===== config.mk =====
export PLATFORM = sky130hd
export DESIGN_NAME = qspi_rcache_flat
export DESIGN_NICKNAME = d
export VERILOG_FILES = /design/src/rtl/qspi_pkg.sv /design/src/rtl/qspi_rcache_if.sv /design/src/rtl/qspi_rcache_ram.sv /design/src/rtl/qspi_rcache.sv /design/src/flat_wrapper.sv
export SDC_FILE = /design/constraint.sdc
export NUM_CORES = 1
export LEC_CHECK = 0
export ABC_AREA = 0
export CAP_MARGIN = 0
export CORE_ASPECT_RATIO = 0.5
export CORE_MARGIN = 1
export CORE_UTILIZATION = 50
export CTS_BUF_LIST = sky130_fd_sc_hd__clkbuf_8
export DETAILED_ROUTE_END_ITERATION = 6
export PLACE_DENSITY_LB_ADDON = 0.12
export SLEW_MARGIN = 0
export SYNTH_ARGS = -nofsm -noshare
export SYNTH_HDL_FRONTEND = slang
export SYNTH_HIERARCHICAL = 1
export SYNTH_SLANG_ARGS = --single-unit

===== constraint.sdc =====
create_clock -name clk -period 8.3 [get_ports clk]
set_input_delay 2.075 -clock clk [delete_from_list [all_inputs] [get_ports clk]]
set_output_delay 2.075 -clock clk [all_outputs]
set_load 0.02 [all_outputs]

===== src/rtl/qspi_pkg.sv =====
// Shared types and widths for the QSPI read cache: FSM encoding, bus widths, index/tag sizing.
// Pure definitions; no logic, no latency, no flow control.
package qspi_pkg;

  localparam int ADDR_W      = 23;
  localparam int DATA_W      = 32;
  localparam int STRB_W      = 4;
  localparam int CNT_W       = 16;
  localparam int ENTRIES_DEF = 16;
  localparam int INDEX_W     = $clog2(ENTRIES_DEF);
  localparam int TAG_W       = ADDR_W - INDEX_W;

  typedef enum logic [2:0] {
    ST_IDLE,
    ST_LOOKUP,
    ST_MEM_REQ,
    ST_MEM_RELEASE,
    ST_RESP,
    ST_GAP
  } state_e;

  function automatic int index_w(input int entries);
    return $clog2(entries);
  endfunction

  function automatic int tag_w(input int entries);
    return ADDR_W - $clog2(entries);
  endfunction

endpackage


===== src/rtl/qspi_rcache_if.sv =====
// CPU-side request bus, memory-side qqspi port, flush and performance counters bundled together.
// slave = cache view, master = CPU/memory-model view.
interface qspi_rcache_if;
  import qspi_pkg::*;

  logic              valid;
  logic              ready;
  logic [ADDR_W-1:0] addr;
  logic [DATA_W-1:0] wdata;
  logic [STRB_W-1:0] wstrb;
  logic [DATA_W-1:0] rdata;

  logic              mem_valid;
  logic              mem_ready;
  logic [ADDR_W-1:0] mem_addr;
  logic [DATA_W-1:0] mem_wdata;
  logic [STRB_W-1:0] mem_wstrb;
  logic [DATA_W-1:0] mem_rdata;

  logic              flush;
  logic [CNT_W-1:0]  hit_cnt;
  logic [CNT_W-1:0]  miss_cnt;

  modport slave (
    input  valid, addr, wdata, wstrb, flush, mem_ready, mem_rdata,
    output ready, rdata, mem_valid, mem_addr, mem_wdata, mem_wstrb, hit_cnt, miss_cnt
  );

  modport master (
    output valid, addr, wdata, wstrb, flush, mem_ready, mem_rdata,
    input  ready, rdata, mem_valid, mem_addr, mem_wdata, mem_wstrb, hit_cnt, miss_cnt
  );

endinterface


===== src/rtl/qspi_rcache_ram.sv =====
// Line data + tag storage, one synchronous read port and one write port, no reset (RAM-inferable).
// Read data appears one cycle after rd_idx; writes take effect on the clock edge.
module qspi_rcache_ram
  import qspi_pkg::*;
#(
  parameter int ENTRIES = 16,
  parameter int IDX_W   = 4,
  parameter int TG_W    = 19
) (
  input  logic              clk,
  input  logic [IDX_W-1:0]  rd_idx,
  output logic [DATA_W-1:0] rd_dat,
  output logic [TG_W-1:0]   rd_tag,
  input  logic              wr_en,
  input  logic [IDX_W-1:0]  wr_idx,
  input  logic [DATA_W-1:0] wr_dat,
  input  logic [TG_W-1:0]   wr_tag
);

  logic [DATA_W-1:0] dat_mem [ENTRIES];
  logic [TG_W-1:0]   tag_mem [ENTRIES];
  logic [DATA_W-1:0] rd_dat_q;
  logic [TG_W-1:0]   rd_tag_q;

  always_ff @(posedge clk) begin
    if (wr_en) begin
      dat_mem[wr_idx] <= wr_dat;
      tag_mem[wr_idx] <= wr_tag;
    end
    rd_dat_q <= dat_mem[rd_idx];
    rd_tag_q <= tag_mem[rd_idx];
  end

  assign rd_dat = rd_dat_q;
  assign rd_tag = rd_tag_q;

endmodule


===== src/rtl/qspi_rcache.sv =====
// Direct-mapped one-word read cache in front of a qqspi controller; write-through, no write-allocate.
// Read hit completes 2 cycles after valid; misses/writes wait on the mem_valid/mem_ready handshake.
module qspi_rcache
  import qspi_pkg::*;
#(
  parameter int ENTRIES = 16
) (
  input  logic          clk,
  input  logic          reset,
  qspi_rcache_if.slave  bus
);

  localparam int IW = index_w(ENTRIES);
  localparam int TW = tag_w(ENTRIES);

  state_e              state_q, state_d;
  logic [ADDR_W-1:0]   addr_q, addr_d;
  logic [DATA_W-1:0]   wdata_q, wdata_d;
  logic [STRB_W-1:0]   wstrb_q, wstrb_d;
  logic [DATA_W-1:0]   rdata_q, rdata_d;
  logic [CNT_W-1:0]    hit_cnt_q, hit_cnt_d;
  logic [CNT_W-1:0]    miss_cnt_q, miss_cnt_d;
  logic [ENTRIES-1:0]  line_vld_q, line_vld_d;

  logic [IW-1:0]       idx_q;
  logic [TW-1:0]       tag_q;
  logic [IW-1:0]       rd_idx;
  logic [DATA_W-1:0]   rd_dat;
  logic [TW-1:0]       rd_tag;
  logic                wr_en;
  logic [DATA_W-1:0]   wr_dat;
  logic [DATA_W-1:0]   merged_dat;
  logic                line_hit;
  logic                is_read;

  assign idx_q   = addr_q[IW-1:0];
  assign tag_q   = addr_q[ADDR_W-1:IW];
  assign is_read = (wstrb_q == '0);

  // In IDLE the array is read at the incoming index so the line is ready by LOOKUP;
  // afterwards it keeps reading the latched index so later states see current contents.
  assign rd_idx   = (state_q == ST_IDLE) ? bus.addr[IW-1:0] : idx_q;
  assign line_hit = line_vld_q[idx_q] && (rd_tag == tag_q);

  qspi_rcache_ram #(
    .ENTRIES (ENTRIES),
    .IDX_W   (IW),
    .TG_W    (TW)
  ) u_ram (
    .clk    (clk),
    .rd_idx (rd_idx),
    .rd_dat (rd_dat),
    .rd_tag (rd_tag),
    .wr_en  (wr_en),
    .wr_idx (idx_q),
    .wr_dat (wr_dat),
    .wr_tag (tag_q)
  );

  always_comb begin
    merged_dat = rd_dat;
    for (int b = 0; b < STRB_W; b++) begin
      if (wstrb_q[b]) merged_dat[b*8 +: 8] = wdata_q[b*8 +: 8];
    end
  end

  always_comb begin
    state_d    = state_q;
    addr_d     = addr_q;
    wdata_d    = wdata_q;
    wstrb_d    = wstrb_q;
    rdata_d    = rdata_q;
    hit_cnt_d  = hit_cnt_q;
    miss_cnt_d = miss_cnt_q;
    line_vld_d = line_vld_q;
    wr_en      = 1'b0;
    wr_dat     = bus.mem_rdata;

    case (state_q)
      ST_IDLE: begin
        if (bus.valid) begin
          addr_d  = bus.addr;
          wdata_d = bus.wdata;
          wstrb_d = bus.wstrb;
          state_d = ST_LOOKUP;
        end
      end
      ST_LOOKUP: begin
        if (is_read && line_hit) begin
          rdata_d = rd_dat;
          if (hit_cnt_q != {CNT_W{1'b1}}) hit_cnt_d = hit_cnt_q + 1'b1;
          state_d = ST_RESP;
        end else begin
          if (is_read && miss_cnt_q != {CNT_W{1'b1}}) miss_cnt_d = miss_cnt_q + 1'b1;
          state_d = ST_MEM_REQ;
        end
      end
      ST_MEM_REQ: begin
        if (bus.mem_ready) begin
          if (is_read) begin
            rdata_d            = bus.mem_rdata;
            wr_en              = 1'b1;
            wr_dat             = bus.mem_rdata;
            line_vld_d[idx_q]  = 1'b1;
          end else if (line_hit) begin
            wr_en  = 1'b1;
            wr_dat = merged_dat;
          end
          state_d = ST_MEM_RELEASE;
        end
      end
      ST_MEM_RELEASE: begin
        if (!bus.mem_ready) state_d = ST_RESP;
      end
      ST_RESP: state_d = ST_GAP;
      ST_GAP:  state_d = ST_IDLE;
      default: state_d = ST_IDLE;
    endcase

    // Flush wins over a same-cycle fill: the returned word still goes to the CPU.
    if (bus.flush) line_vld_d = '0;
  end

  always_ff @(posedge clk) begin
    if (reset) begin
      state_q    <= ST_IDLE;
      addr_q     <= '0;
      wdata_q    <= '0;
      wstrb_q    <= '0;
      rdata_q    <= '0;
      hit_cnt_q  <= '0;
      miss_cnt_q <= '0;
      line_vld_q <= '0;
    end else begin
      state_q    <= state_d;
      addr_q     <= addr_d;
      wdata_q    <= wdata_d;
      wstrb_q    <= wstrb_d;
      rdata_q    <= rdata_d;
      hit_cnt_q  <= hit_cnt_d;
      miss_cnt_q <= miss_cnt_d;
      line_vld_q <= line_vld_d;
    end
  end

  assign bus.ready     = (state_q == ST_RESP);
  assign bus.rdata     = rdata_q;
  assign bus.mem_valid = (state_q == ST_MEM_REQ);
  assign bus.mem_addr  = addr_q;
  assign bus.mem_wdata = wdata_q;
  assign bus.mem_wstrb = wstrb_q;
  assign bus.hit_cnt   = hit_cnt_q;
  assign bus.miss_cnt  = miss_cnt_q;

endmodule

===== src/flat_wrapper.sv =====
// flat-port wrapper written by rule: the top's interface ports become plain ports
module qspi_rcache_flat import qspi_pkg::*;
#(
  parameter int ENTRIES = 16
)
  (clk, reset, bus_valid, bus_addr, bus_wdata, bus_wstrb, bus_flush, bus_mem_ready, bus_mem_rdata, bus_ready, bus_rdata, bus_mem_valid, bus_mem_addr, bus_mem_wdata, bus_mem_wstrb, bus_hit_cnt, bus_miss_cnt);
  qspi_rcache_if bus_i ();
  input  logic clk;
  input  logic reset;
  input wire logic [$bits(bus_i.valid)-1:0] bus_valid;
  input wire logic [$bits(bus_i.addr)-1:0] bus_addr;
  input wire logic [$bits(bus_i.wdata)-1:0] bus_wdata;
  input wire logic [$bits(bus_i.wstrb)-1:0] bus_wstrb;
  input wire logic [$bits(bus_i.flush)-1:0] bus_flush;
  input wire logic [$bits(bus_i.mem_ready)-1:0] bus_mem_ready;
  input wire logic [$bits(bus_i.mem_rdata)-1:0] bus_mem_rdata;
  output wire logic [$bits(bus_i.ready)-1:0] bus_ready;
  output wire logic [$bits(bus_i.rdata)-1:0] bus_rdata;
  output wire logic [$bits(bus_i.mem_valid)-1:0] bus_mem_valid;
  output wire logic [$bits(bus_i.mem_addr)-1:0] bus_mem_addr;
  output wire logic [$bits(bus_i.mem_wdata)-1:0] bus_mem_wdata;
  output wire logic [$bits(bus_i.mem_wstrb)-1:0] bus_mem_wstrb;
  output wire logic [$bits(bus_i.hit_cnt)-1:0] bus_hit_cnt;
  output wire logic [$bits(bus_i.miss_cnt)-1:0] bus_miss_cnt;
  assign bus_i.valid = bus_valid;
  assign bus_i.addr = bus_addr;
  assign bus_i.wdata = bus_wdata;
  assign bus_i.wstrb = bus_wstrb;
  assign bus_i.flush = bus_flush;
  assign bus_i.mem_ready = bus_mem_ready;
  assign bus_i.mem_rdata = bus_mem_rdata;
  assign bus_ready = bus_i.ready;
  assign bus_rdata = bus_i.rdata;
  assign bus_mem_valid = bus_i.mem_valid;
  assign bus_mem_addr = bus_i.mem_addr;
  assign bus_mem_wdata = bus_i.mem_wdata;
  assign bus_mem_wstrb = bus_i.mem_wstrb;
  assign bus_hit_cnt = bus_i.hit_cnt;
  assign bus_miss_cnt = bus_i.miss_cnt;
  qspi_rcache #(.ENTRIES(ENTRIES)) u_core (.clk(clk), .reset(reset), .bus(bus_i));
endmodule

==> results of run 1 <==
## cells in the mapped netlist (4+ instances only)
library cell | count | area [sq um]
a21oi_1 | 100 | 500
a22oi_1 | 102 | 766
a31oi_1 | 6 | 37.5
and2_1 | 4 | 25.0
and3_1 | 6 | 37.5
and4_1 | 4 | 35.0
buf_1 | 11 | 41.3
buf_2 | 22 | 110
buf_4 | 5 | 37.5
buf_6 | 15 | 169
clkbuf_1 | 82 | 308
dfxtp_1 | 193 | 3860
edfxtp_1 | 816 | 24500
inv_1 | 4 | 15.0
mux2_2 | 6 | 67.6
mux2i_1 | 65 | 651
mux4_2 | 207 | 4660
nand2_1 | 221 | 830
nand3_1 | 21 | 105
nand4_1 | 8 | 50.1
nor2_1 | 39 | 146
nor2b_1 | 5 | 31.3
nor3_1 | 8 | 40.0
nor3b_1 | 4 | 30.0
nor4_1 | 8 | 50.1
o21ai_0 | 87 | 435
o311a_1 | 33 | 330
o31ai_1 | 4 | 30.0
or3_1 | 19 | 119
or4_1 | 6 | 45.0
xor2_1 | 21 | 184
## routing by layer
layer | up-vias | wire length, um | track usage [%]
met5 | - | 0 | 0
met4 | 0 | 1710 | 7.11
met3 | 106 | 5510 | 4.15
met2 | 648 | 43300 | 36.9
met1 | 10952 | 41900 | 35.0
li1 | 9292 | - | -
## flip-flops by register name, indices dropped and copies added, names as in the netlist
signal	count
u_core/bus.mem_wstrb	4
u_core/u_ram/rd_tag	19
u_core/bus.rdata	32
u_core/u_ram/dat_mem	512
u_core/bus.mem_addr	23
u_core/bus.miss_cnt	16
u_core/state_q	3
u_core/u_ram/tag_mem	304
u_core/u_ram/rd_dat	32
u_core/bus.hit_cnt	16
u_core/line_vld_q	16
u_core/bus.mem_wdata	32
## worst max-delay path: cells and delay by family (launching register included)
family          cells  cell delay, ns
buf+inv             2            0.73
flops               1            0.30
simple gates        4            2.63
compound gates      2            0.68
xor+xnor            1            0.20
## kinds of logic (layout without fill, tap and decap cells)
kind of cell	Yosys count	after routing	share of synthesized area, %
compound gates	344	344	5.73
buf+inv	141	574	1.82
fa+ha+maj	2	2	0.0650
mux	280	280	14.0
flops	1009	1009	73.7
simple gates	362	362	4.19
other cells	0	1	0
xor+xnor	21	21	0.478
## where the power goes
part | total (W) | internal [W] | switching, W
combinational | 0.00115 | 0.000517 | 0.000636
sequential | 0.00568 | 0.00559 | 0.0000962
clock | 0.00368 | 0.00184 | 0.00184
## worst max-delay path by stage
stage / depth (start not counted) / end / slack (ns)
after floorplan: 4 / u_core/u_ram/dat_mem[0][0] / 1.45
after global placement: 6 / u_core/u_ram/dat_mem[2][12] / 2.89
after detailed placement: 6 / u_core/u_ram/dat_mem[1][18] / 2.87
after CTS: 9 / u_core/u_ram/dat_mem[1][25] / 3.41
after global routing: 8 / u_core/u_ram/dat_mem[1][9] / 3.10
final: 9 / u_core/u_ram/dat_mem[1][25] / 3.36
## final cells by class
type / count / share of cell area [%]
repair buffers: 306 / 6.45
well taps: 1022 / 2.85
flip-flops and latches: 1009 / 63.2
clock buffers: 161 / 4.94
clock inverters: 102 / 1.04
diodes: 1 / 0.00558
inverters: 5 / 0.0418
multi-input cells: 1009 / 21.5
## metrics by stage
stage | power (W) | utilization (%) | worst slack (ns) | cells
after CTS | 0.0106 | 59.3 | 3.41 | 3614
after global placement | 0.00694 | 55.7 | 2.89 | 3351
final | 0.0105 | 59.3 | 3.36 | 3615
after floorplan | 0.00654 | - | 1.45 | 2159
after global routing | 0.0109 | 59.3 | 3.10 | 3615
after detailed placement | 0.00696 | 55.7 | 2.87 | 3351
==> results.cfg, run 1 <==
[logic_synthesis]
avgSynthCellArea_sq_um = 17.8
syn_area_sq_um = 38500
yosys_most_used_dff = edfxtp_1
synth_fp_nets = 2257
synth-seq-cells = 1009
synth-async-reset-ratio_pct = 0
syn_inst = 2159
ys_seq_area_share_pct = 73.7
ys_types = 49
synth_edf_count = 816
synth_warnings = 6

[min_path]
min_delay_path_depth = 2
hold_start = u_core/line_vld_q[0]
whs_endpoint = u_core/line_vld_q[0]
hold_path.class = reg2reg

[detailed_routing]
ant_nets = 0
routed_wl_um = 92400
dr.pass1.iters = 5
avgRoutedWirePerCell_um = 25.6
drtIter0Drc = 2062
viasPerCell = 5.81
vias = 20998
drc_errors = 0

[sta]
timing.slew.headroom_pct = 14.9
max_freq_ghz = 0.202
hold_viol = 0
period_minus_slack_ns = 4.94
rsz0062_at_grt = no
hold_ws_ns = 0.475
tns_ns = 0
worstMarginPinSlew_ns = 1.27
drv_slew = 0
setup_viol = 0
period_share_pct = 59.5
fin_skew_ns = 0.0298

[clock_tree]
cts_tree = built
clkSinkCount = 1009
ctsHoldBuffers = 0
cts_resized = 0
postCtsSetupRepairBufs = 0
root_buffer = clkbuf_8
clock_latency_ns = 0.78
cts_buffer_depth = 3
htree_levels = 4
clk_pin_slew_worst_paths_ns = 0.06
cts_inserted_buffers = 142

[floorplan]
fp.dieH_um = 198
core_sq_um = 75700
initial_core_util_pct = 50.9
num_rows = 71
die_w_um = 394
ios = 221
dieArea_sq_um = 78200

[global_route]
grt_max_degree = 104
antenna_found_initial = 1
grtUsageTotal_pct = 23.9
grt_pass1_wl_um = 136000
grt_pass1_vias = 21059
grt_remaining_overflow = 0

[setup_path]
endpoint_kind = flop
worstReg2RegEnd = u_core/u_ram/dat_mem[1][25]
reg2regPathDepth = 9
ff2ff_setup_slack_ns = 3.36
path_cells = buf_4, xor2_1, nor4_1, o211a_1, nand3_1, a21oi_1, or3b_2, nor2_4, buf_4
crit_required_ns = 8.71
r2r_start = u_core/bus.mem_addr[19]
cp.arrival_ns = 5.35
start_kind = flop
crit_fanout = 27
slowest_stage = nor4_1
critPathMostFrequentCell = buf_4
slowest_delay_ns = 1.01
cp-startpoint = u_core/bus.mem_addr[19]
crit_type = reg2reg

[place]
port_buffers = 220
dp_hpwl_um = 48900
gp_congestion = 0.763
dpl-instance-area_sq_um = 42200

[pwr]
p_leak_nw = 14.7
ir_drop_v = 0.000120
power.density_nw_per_um2 = 234

[cells_and_area]
finalNetCount = 2571
final_cell_area_sq_um = 44900
multi_input_area_sq_um = 9630
final_common_cell = edfxtp_1
register_area_sq_um = 28400
drive_gt1_share_pct = 19.6
area_growth_pct = 16.5
final_cell_mix = edfxtp_1, nand2_1, clkdlybuf4s50_1
final.fill_count = 5754

[flow_run]
cap_violations = 0

[status]
outcome = completed
(Power assumes the default switching activity.)
==> run 2: changes to the inputs <==
clock period = 5.2 ns   (was 8.3 ns; I/O delays follow)
==> run 2 against run 1 <==
Against the previous run: power is 61% higher; largest power group unchanged; hold slack worse by 0.0092 ns; via count rose by 1.7%; combinational power grew 69%; clock skew shrank 0.0039 ns; register-to-register slack worse by 2.1 ns; clock-buffer cell count is 5 lower; cell count is 0.77% higher; routed wire length increased by 3.2%; sequential cell count unchanged; clock power increased by 60%; largest cell class unchanged.
==> results.cfg, run 2 (synthesis gave the netlist of run 1 again) <==
[floorplan]
core_sq_um = 75700
dieArea_sq_um = 78200
num_rows = 71
initial_core_util_pct = 50.9
fp.dieH_um = 198
ios = 221
die_w_um = 394

[sta]
max_freq_ghz = 0.252
timing.slew.headroom_pct = 21.6
tns_ns = 0
fin_skew_ns = 0.0260
period_minus_slack_ns = 3.97
hold_viol = 0
rsz0062_at_grt = no
finalWorstSetupSlack_ns = 1.23
period_share_pct = 76.3
drv_slew = 0
setup_viol = 0
worstMarginPinSlew_ns = 1.18

[cells_and_area]
area_growth_pct = 17.9
final_common_cell = edfxtp_1
final.fill_count = 5671
largest_register = u_core/u_ram/dat_mem
drive_gt1_share_pct = 20.6
final_cell_mix = edfxtp_1, nand2_1, clkdlybuf4s50_1
reg.largest.list = u_core/u_ram/dat_mem: 512 flops, u_core/u_ram/tag_mem: 304 flops
largest_register_ffs = 512
finalNetCount = 2603
final_util_pct = 60.0

[status]
outcome = completed

[setup_path]
endpoint_kind = flop
path_cells = buf_4, xor2_1, nor4_1, o211a_1, nand3_1, a21oi_1, or3b_2, nor2_4, buf_4
crit_type = reg2reg
crit_fanout = 29
start_kind = flop
critPathMostFrequentCell = buf_4
slowest_delay_ns = 0.83
slowest_stage = nor4_1
cp_num_buf_inv = 2
ff2ff_setup_slack_ns = 1.23
cpLargestDelayFamily = simple AND/OR/NAND/NOR gates
crit_required_ns = 5.58
cp.arrival_ns = 4.35

[place]
post-place-ws_ns = 0.764
port_buffers = 220
gp_congestion = 0.777
dp_hpwl_um = 55600

[detailed_routing]
drtIter0Drc = 1848
drc_errors = 0
ant_nets = 0
viasPerCell = 5.86
vias = 21349
dr.pass1.iters = 5
routed_wl_um = 95400
avgRoutedWirePerCell_um = 26.2

[clock_tree]
cts_tree = built
cts_resized = 0
cts_buffer_depth = 3
htree_levels = 4
cts_inserted_buffers = 140
ctsHoldBuffers = 0
postCtsSetupRepairBufs = 0
clkSinkCount = 1009
root_buffer = clkbuf_8
clock_latency_ns = 0.77
clk_pin_slew_worst_paths_ns = 0.06

[global_route]
grt_remaining_overflow = 0
grt_pass1_wl_um = 140000
grt_max_degree = 80
grt_pass1_vias = 21405
antenna_found_initial = 1
grtUsageTotal_pct = 24.7

[pwr]
power.density_nw_per_um2 = 373
p_leak_nw = 14.9
ir_drop_v = 0.000239

[flow_run]
cap_violations = 0

[min_path]
hold_path.class = reg2reg
## run 2: layer usage
layer  wire length, um  GRT usage, %  up-vias
met4              1860          7.35        0
met1             42000          35.1    11178
met5                 0             0        -
li1                  -             -     9361
met3              6370          5.12      105
met2             45200          38.7      705
## run 2: final timing paths
check / startpoint / endpoint / cells past startpoint
setup / recovery: u_core/bus.mem_addr[19] / u_core/u_ram/dat_mem[3][13] / 9
hold / removal: u_core/line_vld_q[10] / u_core/line_vld_q[10] / 2
setup reg to reg: u_core/bus.mem_addr[19] / u_core/u_ram/dat_mem[3][13] / 9
hold reg to reg: u_core/line_vld_q[10] / u_core/line_vld_q[10] / 2
## run 2: per-stage QoR
step           power, W  instances  cell area [sq um]  hold slack (ns)
2_1_floorplan    0.0104       2159              38500            0.430
3_3_place_gp     0.0112       3385              42700            0.444
3_5_place_dp     0.0112       3385              42700            0.450
4_1_cts          0.0171       3642              45400            0.468
5_1_grt          0.0176       3643              45400            0.489
6_report         0.0169       3643              45400            0.466
## run 2: report_power, final
| part | switching, W | internal [W] |
|---|---|---|
| clock network | 0.00295 | 0.00295 |
| registers | 0.000158 | 0.00892 |
| logic | 0.00106 | 0.000873 |
| total | 0.00417 | 0.0127 |
## run 2: tightest hold or removal path: stages, from the launching register on
cell and delay, ns:
dfxtp_1 0.32, a21oi_1 0.04, nor2_1 0.07
## run 2: area by class of cell
| type | count | area [sq um] | share of cell area [%] |
|---|---|---|---|
| multi-input cells | 1009 | 9650 | 21.3 |
| clock inverters | 101 | 523 | 1.15 |
| diodes | 1 | 2.50 | 0.00551 |
| clock buffers | 156 | 2150 | 4.73 |
| well taps | 1022 | 1280 | 2.82 |
| repair buffers | 340 | 3390 | 7.47 |
| flip-flops and latches | 1009 | 28400 | 62.5 |
| inverters | 5 | 18.8 | 0.0414 |
